## src/rtl/vga_display_gen.sv

```systemverilog
// vga_display_gen: VGA timing generator with built-in test patterns.
//
// A clock divider produces one pixel tick every CLK_DIV clocks. The tick
// advances the horizontal / vertical counters. Sync, data-enable, colour and
// frame_start are decoded from the counters and registered, so every output
// trails the counter state it represents by exactly one clock.
//
// Patterns (selected by mode, latched once per frame at pixel (0,0)):
//   0 colour bars, 1 checkerboard, 2 horizontal gradient, 3 black.
//
// Optional feature: define VGA_SCROLL_EN to add a horizontal scroll offset
// that advances by one pixel per frame and wraps at H_ACTIVE.

module vga_display_gen #(
  parameter int H_ACTIVE = 640,
  parameter int H_FP     = 16,
  parameter int H_SYNC   = 96,
  parameter int H_BP     = 48,
  parameter int V_ACTIVE = 480,
  parameter int V_FP     = 10,
  parameter int V_SYNC   = 2,
  parameter int V_BP     = 33,
  parameter int CLK_DIV  = 4,
  parameter int R_W      = 3,
  parameter int G_W      = 3,
  parameter int B_W      = 2,
  parameter bit HS_POL   = 1'b0,
  parameter bit VS_POL   = 1'b0
) (
  input  logic           CLK_100M,
  input  logic           RST,
  input  logic [1:0]     mode,
  output logic           hsync_pin,
  output logic           vsync_pin,
  output logic [R_W-1:0] red,
  output logic [G_W-1:0] green,
  output logic [B_W-1:0] blue,
  output logic           de,
  output logic           frame_start
);

  localparam int H_TOTAL  = H_ACTIVE + H_FP + H_SYNC + H_BP;
  localparam int V_TOTAL  = V_ACTIVE + V_FP + V_SYNC + V_BP;
  // Counters are at least 10 bits so pattern bits x[8:0] and y[5] always exist.
  localparam int HW       = ($clog2(H_TOTAL) > 10) ? $clog2(H_TOTAL) : 10;
  localparam int VW       = ($clog2(V_TOTAL) > 10) ? $clog2(V_TOTAL) : 10;
  localparam int DW       = (CLK_DIV > 1) ? $clog2(CLK_DIV) : 1;
  localparam int BAR_W    = H_ACTIVE / 8;
  localparam int RGB_W    = R_W + G_W + B_W;
  localparam int HS_START = H_ACTIVE + H_FP;
  localparam int HS_END   = H_ACTIVE + H_FP + H_SYNC;
  localparam int VS_START = V_ACTIVE + V_FP;
  localparam int VS_END   = V_ACTIVE + V_FP + V_SYNC;

  logic [DW-1:0] div_cnt;
  logic [HW-1:0] h_cnt;
  logic [VW-1:0] v_cnt;
  logic [1:0]    mode_q;
  logic          tick;
  logic          h_last;
  logic          v_last;
  logic          frame_wrap;

  logic [HW-1:0]    x_eff_p0;
  logic             de_p0;
  logic             hs_act_p0;
  logic             vs_act_p0;
  logic             fs_p0;
  logic [RGB_W-1:0] rgb_p0;

  // Pattern generator: colour for effective column x and row bit y5.
  function automatic logic [RGB_W-1:0] pattern_pix(input logic [1:0]    m,
                                                   input logic [HW-1:0] x,
                                                   input logic          y5);
    logic [2:0]       bar;
    logic [RGB_W-1:0] pix;
    bar = 3'(x / HW'(BAR_W));
    pix = '0;
    case (m)
      2'd0:    pix = {{R_W{bar[2]}}, {G_W{bar[1]}}, {B_W{bar[0]}}};
      2'd1:    pix = {RGB_W{x[5] ^ y5}};
      2'd2:    pix = {x[8 -: R_W], x[8 -: G_W], x[8 -: B_W]};
      default: pix = '0;
    endcase
    return pix;
  endfunction

  assign tick       = (div_cnt == DW'(CLK_DIV - 1));
  assign h_last     = (h_cnt == HW'(H_TOTAL - 1));
  assign v_last     = (v_cnt == VW'(V_TOTAL - 1));
  assign frame_wrap = tick && h_last && v_last;

  // Pixel clock divider: counts 0..CLK_DIV-1, tick on the last count.
  always_ff @(posedge CLK_100M or posedge RST) begin
    if (RST) begin
      div_cnt <= '0;
    end else if (tick) begin
      div_cnt <= '0;
    end else begin
      div_cnt <= div_cnt + 1'b1;
    end
  end

  // Raster counters: h advances every tick, v advances when h wraps.
  always_ff @(posedge CLK_100M or posedge RST) begin
    if (RST) begin
      h_cnt <= '0;
      v_cnt <= '0;
    end else if (tick) begin
      if (h_last) begin
        h_cnt <= '0;
        v_cnt <= v_last ? '0 : v_cnt + 1'b1;
      end else begin
        h_cnt <= h_cnt + 1'b1;
      end
    end
  end

  // Pattern select is captured only as the raster enters (0,0).
  always_ff @(posedge CLK_100M or posedge RST) begin
    if (RST) begin
      mode_q <= 2'd0;
    end else if (frame_wrap) begin
      mode_q <= mode;
    end
  end

`ifdef VGA_SCROLL_EN
  logic [HW-1:0] offset;
  logic [HW:0]   x_sum;

  // Scroll offset steps by one pixel per frame, wrapping at H_ACTIVE.
  always_ff @(posedge CLK_100M or posedge RST) begin
    if (RST) begin
      offset <= '0;
    end else if (frame_wrap) begin
      offset <= (offset == HW'(H_ACTIVE - 1)) ? '0 : offset + 1'b1;
    end
  end

  // Column seen by the pattern: (h + offset) mod H_ACTIVE; both terms are
  // below H_ACTIVE in the visible area, so one conditional subtract is enough.
  always_comb begin
    x_sum    = {1'b0, h_cnt} + {1'b0, offset};
    x_eff_p0 = HW'((x_sum >= (HW+1)'(H_ACTIVE)) ? x_sum - (HW+1)'(H_ACTIVE) : x_sum);
  end
`else
  assign x_eff_p0 = h_cnt;
`endif

  // Stage p0: combinational decode of the current counter state.
  always_comb begin
    hs_act_p0 = (h_cnt >= HW'(HS_START)) && (h_cnt < HW'(HS_END));
    vs_act_p0 = (v_cnt >= VW'(VS_START)) && (v_cnt < VW'(VS_END));
    de_p0     = (h_cnt < HW'(H_ACTIVE)) && (v_cnt < VW'(V_ACTIVE));
    fs_p0     = (div_cnt == '0) && (h_cnt == '0) && (v_cnt == '0);
    rgb_p0    = de_p0 ? pattern_pix(mode_q, x_eff_p0, v_cnt[5]) : '0;
  end

  // Stage p1: registered outputs, one clock behind the counters.
  always_ff @(posedge CLK_100M or posedge RST) begin
    if (RST) begin
      hsync_pin   <= ~HS_POL;
      vsync_pin   <= ~VS_POL;
      de          <= 1'b0;
      frame_start <= 1'b0;
      red         <= '0;
      green       <= '0;
      blue        <= '0;
    end else begin
      hsync_pin              <= hs_act_p0 ? HS_POL : ~HS_POL;
      vsync_pin              <= vs_act_p0 ? VS_POL : ~VS_POL;
      de                     <= de_p0;
      frame_start            <= fs_p0;
      {red, green, blue}     <= rgb_p0;
    end
  end

endmodule

```

## config.mk

```make
export PLATFORM = sky130hd
export DESIGN_NAME = vga_display_gen
export DESIGN_NICKNAME = d
export VERILOG_FILES = /design/src/rtl/vga_display_gen.sv
export SDC_FILE = /design/constraint.sdc
export NUM_CORES = 1
export LEC_CHECK = 0
export BUFFER_PORTS_ARGS = -buffer_cell sky130_fd_sc_hd__buf_2
export CAP_MARGIN = 40
export CORE_ASPECT_RATIO = 1.4
export CORE_MARGIN = 5
export CORE_UTILIZATION = 58
export CTS_CLUSTER_SIZE = 25
export DETAILED_ROUTE_END_ITERATION = 8
export GPL_ROUTABILITY_DRIVEN = 0
export GPL_TIMING_DRIVEN = 1
export PLACE_DENSITY = 0.78
export SLEW_MARGIN = 25
export SYNTH_ARGS = -nofsm -noshare
export SYNTH_HDL_FRONTEND = slang
export SYNTH_SLANG_ARGS = --single-unit
```

## constraint.sdc

```tcl
create_clock -name CLK_100M -period 2.6 [get_ports CLK_100M]
set_input_delay 0 -clock CLK_100M [delete_from_list [all_inputs] [get_ports CLK_100M]]
set_output_delay 0 -clock CLK_100M [all_outputs]
set_load 0.01 [all_outputs]
```

---- Word-level counts from Yosys, hierarchy flattened ----
Cells that the tools add are included.
cells by class
  bitwise gates (word level) .............. 1
  div/mod/pow operators ................... 1
  multiplexer cells ....................... 7
  equal/unequal tests ..................... 5
  order comparisons ....................... 6
  reduce and logical (&&, ||, !) cells .... 12
  add/sub/neg operators ................... 3
operators by type and width
  kind                     number
  $pmux W8 S3              1
  $add A10 B1 Y10 const B  2
  $eq A10 B10 Y1 const B   2
  $logic_not A10 Y1        2
  $lt A10 B10 Y1 const B   2
  $lt A10 B9 Y1 const B    2
  $mux W10                 2
  $div A10 B7 Y10 const B  1
  $ge A10 B10 Y1 const B   1
  $ge A10 B9 Y1 const B    1
  $mux W8                  1
  $logic_and A1 B1 Y1      7
  $eq A2 B2 Y1 const B     2
  $logic_not A2 Y1         2
  $add A2 B1 Y2 const B    1
  $eq A2 B1 Y1 const B     1
  $mux W1                  2
  $mux W2                  1
  $reduce_and A2 Y1        1
  $xor A1 B1 Y1            1
storage, ports and cells
  flip-flop bits (word level) ............. 36

---- Depth between registers and ports, before layout ----
  depth after elaboration ................. 3
  depth in mapped cells ................... 7

---- Worst setup path before layout ----
OpenSTA, ideal clock, no wires.
  path kind ............................... reg2reg
  from .................................... register div_cnt[0]
  to ...................................... register mode_q[0]
  path buffers ............................ 1
  arrival ................................. 1.717 ns
  required time ........................... 2.475 ns
  clock period less this slack ............ 1.842 ns
  setup slack ............................. 0.758 ns
  cell stages (with the launch flop) ...... 7
  cells stage by stage .................... dfrtp_1 > ha_1 > buf_2 > nand4_4 > or3_4 > nor2_4 > mux2_2
on the way
  word-level cells in the longest chain between the ends .. 3
ends and longest elaborated chain
  element                            line  RTL
  start: declaration                 55    logic [DW-1:0] div_cnt;
  start signal: assignment           100   div_cnt <= div_cnt + 1'b1;
  $eq A2 B2 Y1                       88    assign tick = (div_cnt == DW'(CLK_DIV - 1));
  $logic_and A1 B1 Y1 (2 in series)  91    assign frame_wrap = tick && h_last && v_last;
  end signal: assignment             124   mode_q <= mode;
  end: declaration                   58    logic [1:0] mode_q;
No other way between the ends.
A chain may end at the register's enable or synchronous reset.

---- Worst setup path after layout ----
  from .................................... register div_cnt[0]
  to ...................................... register mode_q[1]
Same word-level chain as after synthesis.

==> metrics.md <==
| Metric | Value |
|---|---|
| Outcome | finished, final reports clean |
| Max Fclk | 0.4955 GHz |
| Avg Cell Area, Syn | between 10 and 15 µm² |
| Via count | approximately 1400 |
| Dpl hpwl | 2.716 mm |
| Logic gate share of total power | between 1.5 and 2% |
| Share of the synthesized area in the top cell type | approximately 45% |
| Antenna violations before repair | 0 |
| Netlist cell types | 38 |
| Main synth FF type | dfrtp_1 |
| CP Cell Sequence | ha_1, nand4_4, or3_4, nor2_4, mux2_2 |
| Post-synth EDFFs | 0 |
| Post-CTS Setup Inserts | 0 |
| PortBufs | 15 |
| Post-CTS Resized | 0 |
| Cts bufs inserted | 5 |
| Area share of fa/ha/maj cells after synthesis | ~4.7% |
| NetSw | approximately 210 µW |
| Core area | roughly 3100 µm² |
| DRC viols | 0 |
| Worst-margin pin slew | 0.4945 ns |
| Vias in the first global route | ~1500 |
| Final-report hold violation count | 0 |
| Layout cells sized above 1 | between 10% and 20% |
| Leak Pwr | slightly below 1 nW |
| Net Count, Synth | around 200 |
| Max-cap viol count | 0 |
| Grt ovf | 0 |
| Worst-case clock buffer depth | 2 |
| DR pass1 iterations | 5 |
| Worst Path Arrival | 2.20 ns |
| Pwr dens | about 470 nW/µm² |
| Die area | 4482 µm² |
| Fin nets | 216 |
| Crit path largest cell delay | roughly 0.47 ns |
| Clock root buffer | clkbuf_8 |
| TNS Setup | 0 ns |
| Simple-gate share of the synthesized area | between 20% and 30% |
| Chip width | between 50 and 60 µm |
| Worst-path clk slew | about 0.07 ns |
| Clk pwr share | 41.4% |
| Critical Path Slowest Stage Cell | or3_4 |
| Initial Utilization | between 50 and 60% |
| Crit-path max FO | 7 |
| Largest family of logic cells by synthesized area | simple AND/OR/NAND/NOR gates |
| First-pass GRT wire length | between 6 and 7 mm |
| Final period util | roughly 78% |
| DR vias/cell | 5.796 |
| Worst-Skew Late Latency | slightly below 0.3 ns |
| CP required | roughly 2.8 ns |
| Antenna cell count | 0 |
| Initial DRC Count | 50 |
| Seq cells post-synth | 36 |
| Post-synthesis cell count | around 190 |
| CTS tree | built |
| Switch share | between 20% and 30% |
| Die height | around 77 µm |
| Mux contribution to synthesized area | between 1.5 and 2% |
| Post-Syn Area | ~1900 µm² |
| Post-route ant nets | 0 |
| Layout Skew | 0.005646 ns |
| Clock sink count | 36 |
| Async S/R FF share, synth | 100.0% |
| Area Growth Syn to Fin | 12.16% |
| CTS Hold Bufs | 3 |
| Critical Path Sink Type | register |
| Leading post-synthesis cells by cell area | dfrtp_1 (45%), xnor2_1 (6.1%), ha_1 (4.7%) |
| Row count | 24 |
| WS Path Type | reg2reg |
| Type of the most critical hold path | in2async |
| Commonest non-fill, non-tap cell in the layout | dfrtp_1 |
| Crit start category | register |
| Fin util | 67.27% |
| Post-synthesis xor/xnor area fraction | 7.949% |
| Most frequent cells in the layout | dfrtp_1 (34), nor2_1 (16), buf_2 (15) |
| Peak VDD IR | between 0.0003 and 0.0004 V |
| Sequential fraction of design power | around 57% |
| IO Pins | 16 |
| Compound-Gate Fraction of Synth Area | between 10 and 15% |
| Tot GR Track Use | 19.09% |
| WL final | between 3 and 4 mm |
| H-tree levels | 2 |
| Minimum clock period | slightly above 2 ns |
| Max-slew headroom | 66.73% |
| Final Setup Violations | 0 |
| Pint | 776.8 µW |
| Yosys warnings | 0 |
| Unrepaired setup endpoints after global routing | no |
| Slew Limit Fails | 0 |
| Sequential cell area fraction in the yosys report | between 40% and 50% |
| WL/cell | 15.57 µm |
| Largest area contributor in the netlist | dfrtp_1 |
| Largest net degree at the start of global routing | 37 |
-- cell usage after synthesis, types with 3 or more instances --
cell	instances
nand4_1	3
xnor2_1	13
nand2_1	13
nor2_1	16
dfrtp_1	34
clkbuf_1	4
xor2_1	4
nand3_1	10
and3_1	3
nor3b_1	3
nor2b_1	5
a21oi_1	14
buf_2	3
nand2b_1	3
o21ai_0	9
ha_1	7
inv_1	11
-- critical path: cells and delay by family (launching register included) --
kind	cells	cell delay, ns
DFF	1	0.37
adders and majority gates	1	0.34
and+or+nand+nor	3	0.84
muxes	1	0.35
-- state kept, by name, indices dropped and copies added, names as in the netlist --
| register | flops |
|---|---|
| blue | 2 |
| de | 1 |
| div_cnt | 2 |
| frame_start | 1 |
| green | 3 |
| h_cnt | 10 |
| hsync_pin | 1 |
| mode_q | 2 |
| red | 3 |
| v_cnt | 10 |
| vsync_pin | 1 |
-- logic make-up (layout without fill, tap and decap cells) --
| kind of cell | after synthesis | in the layout |
|---|---|---|
| buffers and inverters | 19 | 39 |
| multiplexers | 3 | 3 |
| AO/OA/AOI/OAI | 33 | 33 |
| adder cells (fa/ha/maj) | 7 | 7 |
| XOR/XNOR | 17 | 17 |
| AND/OR/NAND/NOR | 71 | 71 |
| flip-flops | 36 | 36 |
-- worst paths after layout --
kind	startpoint	to	slack, ns	cells past startpoint
worst min register to register	div_cnt[0]	div_cnt[0]	0.46	1
worst min-delay path	RST	v_cnt[4]	0.34	4
min in group CLK_100M	div_cnt[0]	div_cnt[0]	0.46	1
max in group asynchronous	RST	hsync_pin	1.90	4
worst max-delay path	div_cnt[0]	mode_q[1]	0.58	5
worst max register to register	div_cnt[0]	mode_q[1]	0.58	5
-- cell type report --
type                            count  area (µm²)
Fill cell                         231        1022
Tap cell                           39       48.80
Inverter                           11       41.29
Multi-Input combinational cell    131       894.6
Timing Repair Buffer               20       120.1
Clock inverter                      2       10.01
Sequential cell                    36       903.4
Clock buffer                        6       82.58
-- power groups by stage --
stage / Sequential, mW / Combinational, mW / Clock (mW)
floorplan: 0.571 / 0.00824 / 0
global placement: 0.571 / 0.0140 / 0
detailed placement: 0.571 / 0.0144 / 0
CTS: 0.560 / 0.0180 / 0.417
global route: 0.559 / 0.0204 / 0.451
finish: 0.560 / 0.0175 / 0.407
-- routing by layer --
metal	part of all wire, %	GRT usage (%)	wire, µm	up-vias
met3	5.3	5.714	203	7
met2	53	32.58	2037	46
met4	1.7	8.353	65	0
met5	0	0	0	-
met1	40	21.41	1509	688
li1	-	-	-	679
-- through the flow --
stage          area [µm²]  hold WS (ns)  std cells  setup WS, ns  power, mW
2_1_floorplan        1873        0.1516        186        0.7579     0.5788
3_3_place_gp         1978        0.1104        234        0.6629     0.5845
3_5_place_dp         1978        0.1170        234        0.5757     0.5849
4_1_cts              2101        0.3562        245        0.5687     0.9945
5_1_grt              2101        0.3937        245        0.4500      1.031
6_report             2101        0.3422        245        0.5817     0.9849
(Power assumes the default switching activity.)
